**src/rtl/ysyx_22041412_issue_ctrl.sv**
```systemverilog
// In-order issue controller: holds decoded instructions at the ID/EX boundary until
// RAW/WAW, mul/div + LSU structural, and branch control hazards clear.

`ifndef ysyx_22041412_MEM_IDLE
`define ysyx_22041412_MEM_IDLE 2'b00
`endif
`ifndef ysyx_22041412_MEM_LOAD
`define ysyx_22041412_MEM_LOAD 2'b01
`endif
`ifndef ysyx_22041412_MEM_STOR
`define ysyx_22041412_MEM_STOR 2'b10
`endif
`ifndef ysyx_22041412_J_IDLE
`define ysyx_22041412_J_IDLE 2'b00
`endif
`ifndef ysyx_22041412_J_JAL
`define ysyx_22041412_J_JAL 2'b01
`endif
`ifndef ysyx_22041412_J_JALR
`define ysyx_22041412_J_JALR 2'b10
`endif
`ifndef ysyx_22041412_j_B
`define ysyx_22041412_j_B 2'b11
`endif

module ysyx_22041412_issue_ctrl #(
  parameter int unsigned SB_REGS = 32,
  parameter int unsigned CNT_W   = 32
) (
  input  logic             clk,
  input  logic             rst_n,
  input  logic             id_valid,
  input  logic [4:0]       id_rs1,
  input  logic [4:0]       id_rs2,
  input  logic [4:0]       id_rd,
  input  logic             id_mul_en,
  input  logic             id_div_en,
  input  logic [1:0]       id_mem_mode,
  input  logic [1:0]       id_jump_mode,
  output logic             id_ready,
  output logic             issue_valid,
  input  logic             ex_ready,
  input  logic             wb_valid,
  input  logic [4:0]       wb_rd,
  input  logic             mdu_done,
  input  logic             lsu_done,
  input  logic             br_resolve,
  input  logic             br_taken,
  output logic             flush_id,
  output logic [CNT_W-1:0] stall_cnt
);

  typedef enum logic {StRun, StBrWait} state_e;

  state_e             state_q, state_d;
  logic [SB_REGS-1:0] sb_q, sb_d;
  logic               mdu_busy_q, mdu_busy_d;
  logic               lsu_busy_q, lsu_busy_d;
  logic               flush_q, flush_d;
  logic [CNT_W-1:0]   stall_cnt_q, stall_cnt_d;

  logic raw, waw, strct, ctrl, fire;
  logic mdu_op, mem_op, br_op;

  assign mdu_op = id_mul_en | id_div_en;
  assign mem_op = (id_mem_mode != `ysyx_22041412_MEM_IDLE);
  // jal has its target resolved in decode, so only jalr and B wait for execute.
  assign br_op  = (id_jump_mode == `ysyx_22041412_J_JALR) | (id_jump_mode == `ysyx_22041412_j_B);

  // Hazards look at registered state only; a same-cycle writeback does not bypass.
  assign raw   = ((id_rs1 != 5'd0) & sb_q[id_rs1]) | ((id_rs2 != 5'd0) & sb_q[id_rs2]);
  assign waw   = (id_rd != 5'd0) & sb_q[id_rd];
  assign strct = (mdu_op & mdu_busy_q) | (mem_op & lsu_busy_q);
  assign ctrl  = (state_q == StBrWait);

  assign id_ready    = rst_n & ex_ready & ~raw & ~waw & ~strct & ~ctrl & ~flush_q;
  assign issue_valid = id_valid & id_ready;
  assign fire        = issue_valid;

  assign flush_id  = flush_q;
  assign stall_cnt = stall_cnt_q;

  always_comb begin
    sb_d        = sb_q;
    mdu_busy_d  = mdu_busy_q;
    lsu_busy_d  = lsu_busy_q;
    state_d     = state_q;
    stall_cnt_d = stall_cnt_q;

    // Clear first so a same-index set in the same cycle wins.
    if (wb_valid && (wb_rd != 5'd0)) sb_d[wb_rd] = 1'b0;
    if (fire && (id_rd != 5'd0))     sb_d[id_rd] = 1'b1;
    sb_d[0] = 1'b0;

    if (fire && mdu_op)  mdu_busy_d = 1'b1;
    else if (mdu_done)   mdu_busy_d = 1'b0;

    if (fire && mem_op)  lsu_busy_d = 1'b1;
    else if (lsu_done)   lsu_busy_d = 1'b0;

    unique case (state_q)
      StRun:    if (fire && br_op) state_d = StBrWait;
      StBrWait: if (br_resolve)    state_d = StRun;
      default:                     state_d = StRun;
    endcase

    flush_d = br_resolve & br_taken & (state_q == StBrWait);

    if (id_valid && !id_ready && (stall_cnt_q != {CNT_W{1'b1}})) begin
      stall_cnt_d = stall_cnt_q + CNT_W'(1);
    end
  end

  always_ff @(posedge clk) begin
    if (!rst_n) begin
      sb_q        <= '0;
      mdu_busy_q  <= 1'b0;
      lsu_busy_q  <= 1'b0;
      state_q     <= StRun;
      flush_q     <= 1'b0;
      stall_cnt_q <= '0;
    end else begin
      sb_q        <= sb_d;
      mdu_busy_q  <= mdu_busy_d;
      lsu_busy_q  <= lsu_busy_d;
      state_q     <= state_d;
      flush_q     <= flush_d;
      stall_cnt_q <= stall_cnt_d;
    end
  end

endmodule

```
**config.mk**
```make
export PLATFORM = sky130hd
export DESIGN_NAME = ysyx_22041412_issue_ctrl
export DESIGN_NICKNAME = d
export VERILOG_FILES = /design/src/rtl/ysyx_22041412_issue_ctrl.sv
export SDC_FILE = /design/constraint.sdc
export NUM_CORES = 1
export LEC_CHECK = 0
export CORE_MARGIN = 1.5
export CORE_UTILIZATION = 45
export DETAILED_ROUTE_END_ITERATION = 12
export MAX_ROUTING_LAYER = met4
export PLACE_DENSITY = 0.73
export SYNTH_ARGS = -nofsm -noshare
export SYNTH_HDL_FRONTEND = slang
export SYNTH_SLANG_ARGS = --single-unit
```
**constraint.sdc**
```tcl
create_clock -name clk -period 4.9 [get_ports clk]
set_clock_uncertainty 0.2 [all_clocks]
set_input_delay 0.49 -clock clk [delete_from_list [all_inputs] [get_ports clk]]
set_output_delay 0.49 -clock clk [all_outputs]
set_load 0.1 [all_outputs]
```
; ---- Yosys cells after proc, flatten, opt, wreduce, memory -nomap -nowiden
; Cells that the tools add are included.
[op_classes]
n_eq_ne = 3
reduce_logical = 17
n_lt_le_gt_ge = 6
muxes = 19
addsub = 1
n_bitwise = 26
[ops]
columns = op, count
row1 = $mux W32, 2
row2 = $add A32 B1 Y32 const B, 1
row3 = $and A32 B32 Y32, 1
row4 = $ne A32 B32 Y1 const B, 1
row5 = $not A32 Y32, 1
row6 = $or A32 B32 Y32, 1
row7 = $lt A5 B6 Y1 const B, 4
row8 = $reduce_bool A5 Y1, 4
row9 = $bmux W1 S5, 3
row10 = $and A1 B1 Y1, 14
row11 = $mux W1, 11
row12 = $demux W1 S5, 2
row13 = $ge A5 B1 Y1 const B, 2
row14 = $logic_and A1 B1 Y1, 9
row15 = $reduce_bool A2 Y1, 3
row16 = $not A1 Y1, 5
row17 = $eq A2 B2 Y1 const B, 2
row18 = $or A1 B1 Y1, 4
row19 = $pmux W1 S2, 1
row20 = $logic_not A1 Y1, 1
[word_totals]
elab_cells = 79
out_inout_bits = 35
ff_bits = 68

; ---- Logic depth before layout (Yosys ltp)
[logic_depth]
word_depth = 14
ltp_mapped = 11

; ---- Least setup slack after synthesis
; OpenSTA, ideal clock, no wires.
[synth_path]
kind = input-to-output
start = input port id_rs2[0]
end = output port issue_valid
arrival_time_ps = 2875
cell_stages = 9
required_ps = 4210
path_slack_ps = 1335
cell_sequence = buf_4 -> mux4_2 -> o211a_1 -> nor4b_1 -> and3_4 -> buf_6 -> buf_4 -> nand2_1 -> inv_1
[synth_via]
elab_chain_cells = 11
word_cells_on_any_way = 12
classes_between = 2 x mux / 9 x bitwise / 1 x reduce/logical
[synth_rtl]
columns = element, line_no
row1 = start: declaration, 34  ; input logic [4:0] id_rs2,
row2 = $bmux W1 S5, 71  ; assign raw = ((id_rs1 != 5'd0) & sb_q[id_rs1]) | ((id_rs2 != 5'd0) & sb_q[id_rs2]);
row3 = $mux W1 (not written as such), 71
row4 = $and A1 B1 Y1 (*), 71
row5 = $or A1 B1 Y1 (*), 71
row6 = $not A1 Y1 (*), 76  ; assign id_ready = rst_n & ex_ready & ~raw & ~waw & ~strct & ~ctrl & ~flush_q;
row7 = $and A1 B1 Y1 (*) (5 in series), 76
row8 = $and A1 B1 Y1 (*), 77  ; assign issue_valid = id_valid & id_ready;
row9 = end: declaration, 41  ; output logic issue_valid,
; Mark *: on every way between the ends. The rest lies on a longest branch, timed or not. The select of a mux whose other input is x is not followed.

; ---- Final worst setup path
[layout_path]
start = input port id_rd[1]
end = output port issue_valid
[layout_via]
elab_chain_cells = 9
word_cells_on_any_way = 10
classes_between = 2 x mux / 7 x bitwise / 1 x reduce/logical
[layout_rtl]
columns = element, line_no
row1 = start: declaration, 35  ; input logic [4:0] id_rd,
row2 = $bmux W1 S5, 72  ; assign waw = (id_rd != 5'd0) & sb_q[id_rd];
row3 = $mux W1 (not written as such), 72
row4 = $and A1 B1 Y1 (*), 72
row5 = $not A1 Y1 (*), 76
row6 = $and A1 B1 Y1 (*) (4 in series), 76
row7 = $and A1 B1 Y1 (*), 77
; Marks and branches as above.

==> results.md <==
- Outcome: complete, no violations
- Final Hold Viols: 0
- Setup Viol. Count Final: 0
- DRC Markers: 0
- Final min period: 4219 ps
- Gr ovfl total: 0
- Internal reg-to-reg setup slack: roughly 1700 ps
- I/O pins: 70
- Starting Density: approximately 46%
- First-pass GRT wire length: roughly 18 mm
- Crit Path Class: in -> out
- Commonest cells after routing, fill and taps aside: dfxtp_1, clkdlybuf4s50_1, nand2_1
- Count of cell types in the netlist: 54
- Hold Path Class: reg -> reg
- Initial DRC Count: 290
- Antenna diode count: 0
- Critical path data required time: 4210 ps
- FFs w/ async S/R, synth: 0%
- Syn_nets: 477
- Overall die area: about 9500 sq um
- Post-DP HPWL: ~8.0 mm
- Vias: roughly 3,900
- P_leak: approximately 1.6 nW
- Clock buffer depth: 2
- CTS buffer count: 9
- DR WL/cell: ~18 microns
- # hold bufs at CTS: 0
- Post-CTS sizing: 0
- Commonest non-fill, non-tap cell in the layout: dfxtp_1
- Nature of the critical path endpoint: output port
- Sequential cell area: between 1000 and 1500 sq um
- Final count of pins violating max slew: 0
- Dpl cells: 591
- CP Max Fanout: 15
- Number of synthesized flops with an enable pin: 0
- Slowest-stage cell, CP: clkdlybuf4s50_1
- Mean Syn Cell Area: just over 9 sq um
- Post-route insts no fill: between 600 and 700
- Cell Chain, Critical Path: clkdlybuf4s50_1 > mux4_2 > a32oi_1 > o2111ai_1 > nor3_1 > and3_4 > nand2_1 > inv_1 > buf_12
- Filler Cell Count: around 780
- Crit start category: primary input
- Row cnt: 34
- Post-CTS Setup Bufs: 0
- VDD IR max: ~0.00014 V
- Fin nets: 530
- H-Tree Depth: 3
- TritonCTS clock tree: done
- Routability Congestion: 0.9356
- Die height: just under 100 microns
- Vias in the first global route: between 3,000 and 4,000
- Pre-antenna DRT Iters: 5
- Die width: ~100 microns
- Maxcap violations: 0
- Initial antenna violation count: 0
- PwrDens: 238.1 nW/um^2
- Routed vias/inst: between 6 and 7
- Fraction of the cycle the final worst path needs: a little under nine tenths
- Core Util, Final: about 56%
- Yosys warnings: 0
- Post-Route WL: 11.13 mm
- Area of the core: between 8000 and 9000 sq um
- Final setup TNS: 0 ps
- Seq/Total Area, Yosys: about a third
- Final Power: roughly 0.0012 W
- RSZ-0062 raised after global routing: false
- Largest net degree at the start of global routing: between 70 and 80
- GRT Overall Usage: around 24%
- Area of the multi-input gates: approximately 2500 sq um
- Ys flop type: dfxtp_1
- Share of layout cells above drive strength 1: a little over a tenth
- I/O Buffers: 68
- P&R area growth vs syn: 22.46%
- Fmax: around 0.24 GHz
- Antenna Violating Nets Remaining: 0
- Clk Latency, worst-skew pair: ~340 ps
- Cell count after synthesis: 441
- Critical path data arrival time: ~3500 ps
- Clock Sinks: between 60 and 70
- CTS Root Cell: clkbuf_8
- Synth Register Bits: between 60 and 70
- Slew headroom: a little over a quarter
- Crit-path max cell delay: 1010 ps
- Syn Std Cell Area: around 4000 sq um
- Clock-pin slew on the worst setup and hold paths: about 70 ps
- Slew @ Worst Pin: ~1100 ps
## flip-flops by register name (all words and copies together) (netlist names)
name        cells
mdu_busy_q      1
ctrl            1
flush_id        1
sb_q           31
lsu_busy_q      1
stall_cnt      32
## power breakdown
part           switching [W]  total (W)  internal, W
clock network       0.000213   0.000459     0.000246
registers         0.00000431   0.000553     0.000548
logic              0.0000948   0.000154    0.0000595
total               0.000312    0.00117     0.000854
## metrics by stage
stage               area, sq um  hold WS (ps)  worst slack, ps
floorplan                  4000         242.7             1335
global placement           4706         257.4            728.0
detailed placement         4706         260.8            683.6
CTS                        4898         274.0            671.5
global route               4898         295.5            538.3
finish                     4898         268.8            680.7
## final timing paths
kind         cells past startpoint                      start                    endpoint
max                              9                   id_rd[1]                 issue_valid
min                              2    lsu_busy_q$_SDFFE_PN0P_     lsu_busy_q$_SDFFE_PN0P_
max reg2reg                      7  stall_cnt[4]$_SDFFE_PN0P_  stall_cnt[28]$_SDFFE_PN0P_
min reg2reg                      2    lsu_busy_q$_SDFFE_PN0P_     lsu_busy_q$_SDFFE_PN0P_
## logic make-up (layout without fill, tap and decap cells)
| kind of cell | Yosys count | after routing | share of synthesized area [%] |
|---|---|---|---|
| fa+ha+maj | 1 | 1 | 0.3127 |
| buf+inv | 39 | 96 | 4.817 |
| mux | 42 | 42 | 15.98 |
| flops | 67 | 67 | 33.53 |
| simple gates | 174 | 174 | 26.24 |
| xor+xnor | 1 | 1 | 0.2190 |
| compound gates | 117 | 117 | 18.89 |
## area by class of cell
cell class,count,share of cell area (%)
Clock buffer,11,2.886
Multi-Input combinational cell,335,50.34
Sequential cell,67,27.38
Timing Repair Buffer,73,14.97
Inverter,8,0.6130
Clock inverter,4,1.047
Tap cell,108,2.759
## cell usage after synthesis, types with 7 or more instances
cell	number	area (sq um)
nand2b_1	14	87.58
dfxtp_1	67	1341
nand3b_1	11	82.58
mux4_2	17	382.9
nor4_1	8	50.05
nand3_1	13	65.06
mux2i_1	20	200.2
o21ai_0	19	95.09
clkbuf_1	14	52.55
nor3_1	10	50.05
nor2b_1	7	43.79
or4_1	10	75.07
a21oi_1	12	60.06
inv_1	8	30.03
buf_2	7	35.03
nand2_1	44	165.2
nand4_1	15	93.84
o211ai_1	39	292.8
nor2_1	11	41.29
o21ai_1	23	115.1
or3_1	9	56.30
## critical path: cells and delay by family
| kind | cells | cell delay (ps) |
|---|---|---|
| multiplexers | 1 | 420 |
| buffers and inverters | 3 | 1350 |
| AO/OA/AOI/OAI | 2 | 390 |
| AND/OR/NAND/NOR | 3 | 870 |
## per-layer routing
metal  track usage [%]  wire [microns]  vias to the layer above
met4             7.363             177                        0
met1             32.52            5005                     1866
met3             4.964             752                       17
met5                 -               0                        -
li1                  -               -                     1828
met2             37.60            5192                      152
No activity file was read; power rests on OpenSTA's default activity.
